**src/rtl/apb_mem_a_bridge_pkg.sv**
```systemverilog
// Shared memory-A geometry, APB widths and the bridge FSM state type.
package apb_mem_a_bridge_pkg;

    localparam int unsigned MEMORYA_WORDS      = 19;
    localparam int unsigned MEMORYA_WORDS_LOG2 = 5;
    localparam int unsigned MEMORYA_WIDTH      = 63;
    localparam int unsigned DWORD              = 32;

    typedef logic [MEMORYA_WORDS_LOG2-1:0] aAddrBitsT;
    typedef logic [MEMORYA_WIDTH-1:0]      aDataBitsT;
    typedef logic [DWORD-1:0]              apbAddrT;
    typedef logic [DWORD-1:0]              apbDataT;

    typedef enum logic [1:0] {
        IDLE,
        RD_WAIT,
        RESP
    } apbMemABridgeStateT;

endpackage

```
**src/rtl/apb_mem_a_bridge.sv**
```systemverilog
// APB completer exposing each memory-A line as a LO/HI pair of 32-bit words.
// Optional `APB_MEM_A_SEQCHK_EN enforces LO-before-HI access ordering.
module apb_mem_a_bridge
    import apb_mem_a_bridge_pkg::*;
#(
    parameter int unsigned WORDS  = MEMORYA_WORDS,
    parameter int unsigned ADDR_W = MEMORYA_WORDS_LOG2,
    parameter int unsigned DATA_W = MEMORYA_WIDTH,
    parameter int unsigned APB_W  = DWORD
) (
    input  logic              clk,
    input  logic              rst,
    input  logic              psel,
    input  logic              penable,
    input  logic              pwrite,
    input  logic [APB_W-1:0]  paddr,
    input  logic [APB_W-1:0]  pwdata,
    output logic [APB_W-1:0]  prdata,
    output logic              pready,
    output logic              pslverr,
    output logic [ADDR_W-1:0] mem_addr,
    output logic              mem_we,
    output logic [DATA_W-1:0] mem_wdata,
    output logic              mem_re,
    input  logic [DATA_W-1:0] mem_rdata
);

    apbMemABridgeStateT state, stateNext;

    logic [31:0]        wlo_q;
    logic [DATA_W-33:0] rhi_q;
    logic               lo_vld_q;

    logic [ADDR_W-1:0] idx;
    logic              hiSel, addrErr, seqErr;
    logic              wloLoad, hiWrite, hiRead, loRead;

    assign idx     = paddr[ADDR_W+2:3];
    assign hiSel   = paddr[2];
    assign addrErr = (paddr[1:0] != 2'b00) || (int'(idx) >= int'(WORDS));

    logic unusedBits;
    if (DATA_W < 64) begin : gUnusedNarrow
        assign unusedBits = ^{paddr[APB_W-1:ADDR_W+3], pwdata[APB_W-1:DATA_W-32]};
    end else begin : gUnusedFull
        assign unusedBits = ^paddr[APB_W-1:ADDR_W+3];
    end

`ifdef APB_MEM_A_SEQCHK_EN
    // Index of the last completed LO read; a HI read is only legal against it.
    logic [ADDR_W-1:0] last_idx_q;
    logic              last_vld_q;

    assign seqErr = hiSel && (pwrite ? !lo_vld_q : !(last_vld_q && (last_idx_q == idx)));

    always_ff @(posedge clk) begin
        if (rst) begin
            last_idx_q <= '0;
            last_vld_q <= 1'b0;
        end else if (loRead) begin
            last_idx_q <= idx;
            last_vld_q <= 1'b1;
        end else if (hiRead) begin
            last_vld_q <= 1'b0;
        end
    end
`else
    assign seqErr = 1'b0;
`endif

    always_comb begin
        stateNext = state;
        pready    = 1'b0;
        pslverr   = 1'b0;
        mem_we    = 1'b0;
        mem_re    = 1'b0;
        mem_addr  = '0;
        mem_wdata = '0;
        wloLoad   = 1'b0;
        hiWrite   = 1'b0;
        hiRead    = 1'b0;
        loRead    = 1'b0;
        unique case (state)
            IDLE: begin
                if (psel && penable) begin
                    if (addrErr || seqErr) begin
                        pready  = 1'b1;
                        pslverr = 1'b1;
                    end else if (pwrite && !hiSel) begin
                        wloLoad = 1'b1;
                        pready  = 1'b1;
                    end else if (pwrite) begin
                        mem_we    = 1'b1;
                        mem_addr  = idx;
                        mem_wdata = {pwdata[DATA_W-33:0], wlo_q};
                        pready    = 1'b1;
                        hiWrite   = 1'b1;
                    end else if (!hiSel) begin
                        mem_re    = 1'b1;
                        mem_addr  = idx;
                        loRead    = 1'b1;
                        stateNext = RD_WAIT;
                    end else begin
                        hiRead    = 1'b1;
                        stateNext = RESP;
                    end
                end
            end
            RD_WAIT: stateNext = RESP;
            RESP: begin
                pready    = 1'b1;
                stateNext = IDLE;
            end
            default: stateNext = IDLE;
        endcase
    end

    // RD_WAIT captures regardless of psel so rhi_q tracks the last LO read.
    always_ff @(posedge clk) begin
        if (rst) begin
            state    <= IDLE;
            prdata   <= '0;
            wlo_q    <= '0;
            rhi_q    <= '0;
            lo_vld_q <= 1'b0;
        end else begin
            state <= stateNext;
            if (wloLoad) begin
                wlo_q    <= pwdata[31:0];
                lo_vld_q <= 1'b1;
            end
            if (hiWrite) lo_vld_q <= 1'b0;
            if (hiRead) prdata <= APB_W'(rhi_q);
            if (state == RD_WAIT) begin
                prdata <= APB_W'(mem_rdata[31:0]);
                rhi_q  <= mem_rdata[DATA_W-1:32];
            end
        end
    end

endmodule

```
**config.mk**
```make
export PLATFORM = sky130hd
export DESIGN_NAME = apb_mem_a_bridge
export DESIGN_NICKNAME = d
export VERILOG_FILES = /design/src/rtl/apb_mem_a_bridge_pkg.sv /design/src/rtl/apb_mem_a_bridge.sv
export SDC_FILE = /design/constraint.sdc
export NUM_CORES = 1
export LEC_CHECK = 0
export CORE_ASPECT_RATIO = 1.75
export CORE_MARGIN = 10
export CORE_UTILIZATION = 40
export CTS_BUF_LIST = sky130_fd_sc_hd__clkbuf_16
export DETAILED_ROUTE_END_ITERATION = 8
export HOLD_SLACK_MARGIN = 0.02
export MAX_ROUTING_LAYER = met4
export PLACE_DENSITY = 0.85
export REMOVE_ABC_BUFFERS = 1
export SETUP_SLACK_MARGIN = 0.15
export SLEW_MARGIN = 10
export SYNTH_ARGS = -nofsm -noshare
export SYNTH_HDL_FRONTEND = slang
export SYNTH_SLANG_ARGS = --single-unit
```
**constraint.sdc**
```tcl
create_clock -name clk -period 4.8 [get_ports clk]
set_input_delay 0.48 -clock clk [delete_from_list [all_inputs] [get_ports clk]]
set_output_delay 0.48 -clock clk [all_outputs]
set_load 0.01 [all_outputs]
```
==> key figures <==
Critical path
  • Worst Reg-to-Reg Cells: 5
  • Reg2reg setup slack: 2.47 ns
  • Startpoint Class: input port
  • Most frequent CP cell: clkdlybuf4s50_1
  • Critical Path, Cell by Cell: clkdlybuf4s50_1 -> a211oi_2 -> o211a_4 -> and3_1 -> buf_4 -> and2_1 -> clkdlybuf4s50_1
  • Crit path largest cell delay: 0.57 ns
  • Arrival @ worst endpoint: 2.93 ns
  • RR Startpoint: state[1]$_SDFFE_PP0P_
  • CP max stage cell: clkdlybuf4s50_1
  • Critical R2R Capture: prdata[21]$_SDFFE_PP0P_
  • Crit path kind: in -> out
  • Crit path max fanout: 64
  • Crit. End Element: primary output
  • Critical Path RT: between 4 and 5 ns

Clock tree
  • H-Tree Depth: 3
  • Clock slew at reported path FFs: roughly 0.060 ns
  • Post-CTS Repair Setup Buffers: 0
  • Clock buffer depth: 2
  • CTS resizes: 0
  • CTS Buf Count: 9
  • CTS tree: done
  • CTS Hold Buffers Added: 0
  • Clk Tree Root Cell: clkbuf_16
  • Worst-skew pair later-pin latency: 0.33 ns
  • Clk sinks: 97

Pwr
  • Leak: 2.64 nW
  • Switching power: 0.000355 W
  • Internal power: ~0.0014 W
  • Combinational power share: 0.088
  • Power per cell area: 240 nW/um^2
  • Clock power share: 0.441
  • Sw Ratio: 0.207
  • Max IR drop VDD: 0.192 mV
  • Share of power burned in registers: 0.470

Job
  • Max-Cap Viols: 0

Detailed routing
  • Initial drt markers: 197
  • Total routed wirelength: 14300 um
  • Via total after detailed routing: 4364
  • Via-to-Cell Ratio: 4.98
  • DRC Markers: 0
  • DR pass1 iterations: 4
  • Detail Route Antenna Nets: 0
  • Wire per inst: 16.4 um

Placement
  • DP Area: 6830 sq um
  • Dpl hpwl: 11000 um
  • Placed cell count: roughly 860
  • RePlAce Congestion: 0.813
  • Port Buf Inserts: roughly 210

Cells and area
  • Register area: ~2000 sq um
  • Post-route cell area: between 7000 and 8000 sq um
  • Final core occ: 0.618
  • Share of cells above drive strength 1: 0.0784
  • Area growth, synth to finish: 50.8%
  • Filler instances: 957
  • Multi-input gate area: 2560 sq um
  • Nets: 867
  • Non-filler instance count after layout: 876

Floorplanning
  • Total Die Area: 16800 sq um
  • Chip Height: 164 um
  • Initial core utilization: 0.410
  • Number of I/O pins: 236
  • Core footprint: 11600 sq um
  • Die width: 102 um
  • Row count: 52

Timing
  • Max Slew Vio Count: 0
  • Final Hold Fails: 0
  • Min Clock Period, post-route: 3.41 ns
  • Worst slew margin: 0.450
  • Clock Skew: between 0.009 and 0.01 ns
  • RSZ-0062 raised after global routing: no
  • Setup violators final: 0
  • Fin Setup TNS: 0 ns
  • Period utilization: 0.710
  • FMAX: 293 MHz
  • Worst Tran Pin Value: 0.825 ns

Synth
  • Synth Instances: 552
  • Main combinational cell family by area after synthesis: simple AND/OR/NAND/NOR gates
  • Post-synthesis cell type count: 33
  • Synthesized flop and latch total: slightly below 100
  • Seq/Total Area, Yosys: 0.409
  • Post-Synth Simple-Gate Area: 0.318
  • Largest area contributor in the netlist: dfxtp_1
  • Top-area cell type share of the netlist area: 0.409
  • Synth Warn #: 0
  • Most area-consuming cells after synthesis: dfxtp_1 (41%), mux2_4 (9.2%), and2_1 (8.6%)
  • Synth Area in Compound Gates: 0.121
  • Post-Syn Area per Cell: 8.60 sq um
  • XOR/XNOR Fraction of Synth Area: 0.00185
  • Post-Synth Adder-Cell Area: 0
  • Mux contribution to synthesized area: 0.0965
  • Post-Syn Area: 4750 sq um

Global route
  • First-pass GRT wire length: about 22000 um
  • Vias in the first global route: 4484
  • Grt ovf: 0
  • Overall routing resource usage: 0.170
  • Initial antenna violation count: 1
  • Largest net degree at the start of global routing: 93

Min path
  • Hold Crit Depth: 2
  • Worst hold path startpoint: rhi_q[2]$_SDFFE_PP0P_
  • HP Class: reg -> reg
  • Hold EP: rhi_q[2]$_SDFFE_PP0P_

Status
  • Status: finished clean
worst max path at each step:
| stage | slack [ns] | startpoint | endpoint | cells after the start |
|---|---|---|---|---|
| CTS | 1.38 | paddr[4] | mem_wdata[24] | 7 |
| finish | 1.39 | paddr[4] | mem_wdata[2] | 7 |
| global placement | 1.42 | paddr[4] | mem_wdata[2] | 7 |
| floorplan | 2.07 | state[1]$_SDFFE_PP0P_ | prdata[21]$_SDFFE_PP0P_ | 3 |
| detailed placement | 1.39 | paddr[4] | mem_wdata[24] | 7 |
| global route | 1.21 | paddr[4] | mem_wdata[23] | 7 |
per-stage QoR:
| step | setup WS, ns | power, W | hold slack, ns |
|---|---|---|---|
| 5_1_grt | 1.21 | 0.00178 | 0.492 |
| 3_3_place_gp | 1.42 | 0.000974 | 0.447 |
| 2_1_floorplan | 2.07 | 0.000856 | 0.434 |
| 4_1_cts | 1.38 | 0.00174 | 0.462 |
| 3_5_place_dp | 1.39 | 0.000977 | 0.453 |
| 6_report | 1.39 | 0.00172 | 0.458 |
cell usage in the layout (no fill, tap or decap), drive strengths merged, types with 7 or more instances in the layout:
cell type / Yosys / routed
nand2: 93 / 93
a21oi: 63 / 63
nor2b: 33 / 33
nand2b: 33 / 33
mux2: 31 / 31
dfxtp: 97 / 97
o21ai: 34 / 34
and2: 65 / 65
buf: 18 / 7
clkdlybuf4s50: 0 / 210
clkbuf: 27 / 9
nand3b: 32 / 32
cell usage after synthesis (all sizes together):
master,number
mux2,31
nor3,1
o211a,1
o2111ai,1
and4bb,1
and2,65
inv,2
nor3b,2
a31oi,1
nand3,1
nor2,5
nand2b,33
a21oi,63
clkbuf,27
o211ai,1
dfxtp,97
buf,18
xnor2,1
nor2b,33
and2b,1
nand2,93
a211oi,2
nor4,1
and3,4
o21a,1
nand3b,32
o21ai,34
cell type report:
class,instances,share of cell area
repair buffers,217,0.301
flip-flops and latches,97,0.271
clock inverters,7,0.0131
inverters,2,0.00105
multi-input cells,408,0.358
well taps,135,0.0236
diodes,1,0.000350
clock buffers,9,0.0315
registers in the layout, summed over array words and instances (netlist names):
signal,cells
state,2
wlo_q,32
prdata,32
rhi_q,31
power groups by stage:
stage	clock network, W	registers [W]	logic (W)
final	0.000758	0.000807	0.000151
after global routing	0.000805	0.000807	0.000163
after CTS	0.000781	0.000807	0.000152
after detailed placement	0	0.000826	0.000151
after global placement	0	0.000826	0.000148
after floorplan	0	0.000826	0.0000304
cell families after synthesis:
logic type	count (synthesis)
and+or+nand+nor	272
AOI/OAI and AO/OA	104
DFF	97
buffers and inverters	47
muxes	31
xor gates and xnor gates	1
metal layers:
layer | vias up | share of wire | track usage
met5 | - | 0 | -
met4 | 0 | 0.044 | 0.0954
met3 | 34 | 0.065 | 0.0425
met2 | 139 | 0.53 | 0.300
met1 | 2008 | 0.36 | 0.163
li1 | 2183 | - | -
critical path, delay by kind of cell:
kind,cells,cell delay [ns]
AOI/OAI and AO/OA,2,0.68
buffers and inverters,3,1.39
and+or+nand+nor,2,0.36
Note: power is estimated with default switching activity, not from simulation.
==> RTL edit 1, RTL diff (same settings) <==
`DWORD`: 32 -> 64.
--- a/src/rtl/apb_mem_a_bridge_pkg.sv
+++ b/src/rtl/apb_mem_a_bridge_pkg.sv
@@ -6,3 +6,3 @@
     localparam int unsigned MEMORYA_WIDTH      = 63;
-    localparam int unsigned DWORD              = 32;
+    localparam int unsigned DWORD              = 64;
 
Interface: changed (resized paddr, prdata and pwdata); port bits go from 236 to 332. No check against the original RTL was run, so the function may have changed too.
==> RTL edit 1 against the unedited design <==
Cell count up 6.8%; global-route usage decreased by 0.68 points; fmax decreased by 1.8%; via count grew 1.3%; sequential share of layout area fell by 0.50 points; routed wire length up 0.74%; synthesized area is 5.1% higher; total power is 1.1% lower; critical path depth unchanged; setup slack worse by 63 ps; synthesized cell count up 6.0%; sequential cell count unchanged; design area grew 1.9%.
==> RTL edit 1: results (changes against the unedited design) <==
stage;metric;value;unit;change
detailed_routing;DR iter-0 viols;186;;-5.6%
power;VDD IR-drop max;157.5;uV;-18%
placement;Final HPWL DP;10890;um;-0.54%
min_path;Min-Delay Startpoint;rhi_q[25];;
placement;GPL Wtd Cong;0.8226;;+1.2%
global_routing;met1 Resource Use GR;17.92;%;+1.6 points
yosys;Synth Area in Compound Gates;11.51;%;-0.59 points
yosys;Synth area leaders;dfxtp_1 (39%), mux2_4 (8.7%), and2_1 (8.1%);;
layout;Total Nets Final;963;;+11%
layout;layout cells sized above 1;7.652;%;-0.19 points
worst_setup_path;worst-path fanout max;64;;unchanged
layout;Filler cells;1080;;+13%
clock_network;CTS buffer count;9;;unchanged
yosys;xor/xnor share of the synthesized area;0.1755;%;-0.0090 points
worst_setup_path;CP Data Arrival Time;2990;ps;+60 ps
yosys;post-synthesis cell type count;34;;+3.0%
status;status;finished clean;;
worst_setup_path;R2R Setup Slk;2750;ps;+280 ps
timing;clock skew;9.764;ps;+0.6422 ps
min_path;Hold EP;rhi_q[25];;
detailed_routing;met1 WL;5879;um;+13%
global_routing;largest net degree at the start of global routing;117;;+26%
clock_network;Worst-path clk slew;70;ps;
detailed_routing;final WL;14430;um;+0.74%
yosys;mux cell area share after synthesis;9.178;%;-0.47 points
clock_network;Skew-Pair Late Insertion Delay;330;ps;about the same
global_routing;GR Util met3;4.573;%;+0.32 points
power;Leak;2.727;nW;+3.2%
global_routing;antenna violations before repair;0;;-1
yosys;Primary FF master, synth;dfxtp_1;;
detailed_routing;top routing layer used;met4;;
global_routing;first-pass GRT wire length;23070;um;+3.9%
global_routing;total track usage;16.28;%;-0.68 points
global_routing;M2 GR Usage;27.98;%;-2.0 points
detailed_routing;met2 WL post-DR;7420;um;-2.1%
timing;Slew @ Worst Pin;1019;ps;+194.4 ps
yosys;sequential area share after synthesis;38.92;%;-2.0 points
power;Power Density;232.9;mW/mm^2;-2.9%
worst_setup_path;FF-to-FF End;prdata[22];;
detailed_routing;DR WL met3;910;um;-1.6%
detailed_routing;via count;4420;;+1.3%
RTL edit 1: changes by cell type in the layout (fill, tap and decap cells not counted), sizes merged:
cell	change
conb	+32
clkinv	-3
clkinvlp	+2
bufinv	-1
diode	-1
inv	+1
RTL edit 1: how the worst max path moves through the flow:
stage          startpoint       endpoint  slack, ps  depth (start not counted)
2_1_floorplan    state[1]     prdata[21]       2070                          3
3_3_place_gp     paddr[4]  mem_wdata[12]       1360                          7
3_5_place_dp     paddr[4]  mem_wdata[12]       1320                          7
4_1_cts          paddr[4]  mem_wdata[12]       1300                          7
5_1_grt          paddr[4]  mem_wdata[13]       1170                          7
6_report         paddr[4]   mem_wdata[9]       1330                          7
RTL edit 1: area by class of cell:
cell class              count  area [um^2]  area share (%)
repair buffers            217         2155           29.55
multi-input cells         440         2681           36.78
flip-flops and latches     97         1942           26.63
inverters                   2        7.507          0.1030
clock inverters             6        73.82           1.013
well taps                 165        206.4           2.832
clock buffers               9        225.2           3.089
RTL edit 1: power by group:
| part | leakage (nW) | total [mW] | switching [mW] | internal [mW] |
|---|---|---|---|---|
| sequential | 0.781 | 0.807 | 0.000852 | 0.806 |
| combinational | 1.81 | 0.164 | 0.0658 | 0.0986 |
| clock | 0.140 | 0.726 | 0.318 | 0.409 |
RTL edit 1: metrics by stage:
stage / std cells / power, mW / setup slack, ps / instance area, um^2 / hold WS (ps)
floorplan: 539 / 0.8669 / 2067 / 4618 / 433.8
global placement: 921 / 0.9868 / 1356 / 6992 / 446.6
detailed placement: 921 / 0.9890 / 1318 / 6992 / 454.3
CTS: 936 / 1.720 / 1305 / 7291 / 463.5
global route: 936 / 1.764 / 1172 / 7291 / 484.2
finish: 936 / 1.698 / 1328 / 7291 / 462.6
==> RTL edit 2, RTL diff (config.mk and constraints unchanged) <==
Made on the original files. Register the output `pslverr`, with the module's reset; this adds one clock of latency there. The other outputs are not delayed to match.
--- a/src/rtl/apb_mem_a_bridge.sv
+++ b/src/rtl/apb_mem_a_bridge.sv
@@ -26,2 +26,4 @@
 );
+
+    logic pslverr_d;
 
@@ -73,3 +75,3 @@
         pready    = 1'b0;
-        pslverr   = 1'b0;
+        pslverr_d = 1'b0;
         mem_we    = 1'b0;
@@ -87,3 +89,3 @@
                         pready  = 1'b1;
-                        pslverr = 1'b1;
+                        pslverr_d = 1'b1;
                     end else if (pwrite && !hiSel) begin
@@ -140,2 +142,10 @@
 
+    always_ff @(posedge clk) begin
+        if (rst) begin
+            pslverr <= '0;
+        end else begin
+            pslverr <= pslverr_d;
+        end
+    end
+
 endmodule
Behaviour: not the same (Yosys sat finds a counterexample within 4 cycles, from zero or initial values and one cycle with rst high).
==> RTL edit 2 against the unedited design <==
Sequential cell count is 1 higher; synthesized area is 7.1% lower; first-iteration DRC count down 44%; largest cell class unchanged; design area fell by 4.1%; core utilization increased by 2.0 points; routed wire length grew 1.2%; critical endpoint is now mem_wdata[10]; setup slack lost 190 ps; total power increased by 2.4%.
==> RTL edit 2: results (changes against the unedited design) <==
stage;metric;value;unit;change
placement;GPL Wtd Cong;0.7713;;-5.1%
detailed_routing;via count;4255;;-2.5%
global_routing;antenna violations before repair;0;;-1
detailed_routing;met1 WL;5141;um;-0.89%
power;final total power;1.759;mW;+2.4%
worst_setup_path;FF-to-FF End;prdata[27];;
detailed_routing;DR iter-0 viols;110;;-44%
detailed_routing;final WL;14490;um;+1.2%
global_routing;M2 GR Usage;32.74;%;+2.7 points
timing;Slew HR;54.17;%;+9.1 points
placement;Final HPWL DP;11040;um;+0.83%
detailed_routing;DR WL met3;973;um;+5.2%
yosys;post-synthesis cell type count;28;;-15%
global_routing;total track usage;18.01;%;+1.0 points
power;Leak;2.344;nW;-11%
global_routing;largest net degree at the start of global routing;72;;-23%
detailed_routing;met2 WL post-DR;7875;um;+3.9%
worst_setup_path;CP Data Arrival Time;3120;ps;+190 ps
layout;Total Nets Final;804;;-7.3%
status;status;finished clean;;
power;VDD IR-drop max;202.8;uV;+5.4%
placement;pre-CTS WS;1211;ps;-180.0 ps
power;Clock group;0.803;mW;+5.9%
yosys;synthesized area per cell;9.030;um^2;+5.0%
power;Int Pwr;1.410;mW;+3.5%
global_routing;vias in the first global route;4462;;-0.49%
layout;layout cells sized above 1;5.481;%;-2.4 points
yosys;xor/xnor share of the synthesized area;0;%;-0.18 points
-- RTL edit 2: cell types whose count changed after synthesis, sizes merged, moves of 32 or more --
cell / unedited run / this run
o21ai: 34 / 0
nand3b: 32 / 0
mux2i: 0 / 32
nor2b: 33 / 1
nand2b: 33 / 1
-- RTL edit 2: area by class of cell --
| class | instances | area (um^2) |
|---|---|---|
| flip-flops and latches | 98 | 1962 |
| clock inverters | 5 | 105.1 |
| fillers | 867 | 3895 |
| clock buffers | 9 | 225.2 |
| multi-input cells | 345 | 2248 |
| repair buffers | 218 | 2162 |
| well taps | 130 | 162.7 |
-- RTL edit 2: worst max path at each step --
stage / start / endpoint / slack [ps] / cells after the start
4_1_cts: psel / mem_wdata[15] / 1210 / 7
2_1_floorplan: paddr[3] / mem_wdata[0] / 1370 / 4
3_3_place_gp: psel / mem_wdata[9] / 1300 / 7
5_1_grt: psel / mem_wdata[4] / 1030 / 7
3_5_place_dp: psel / mem_wdata[15] / 1210 / 7
6_report: psel / mem_wdata[10] / 1200 / 7
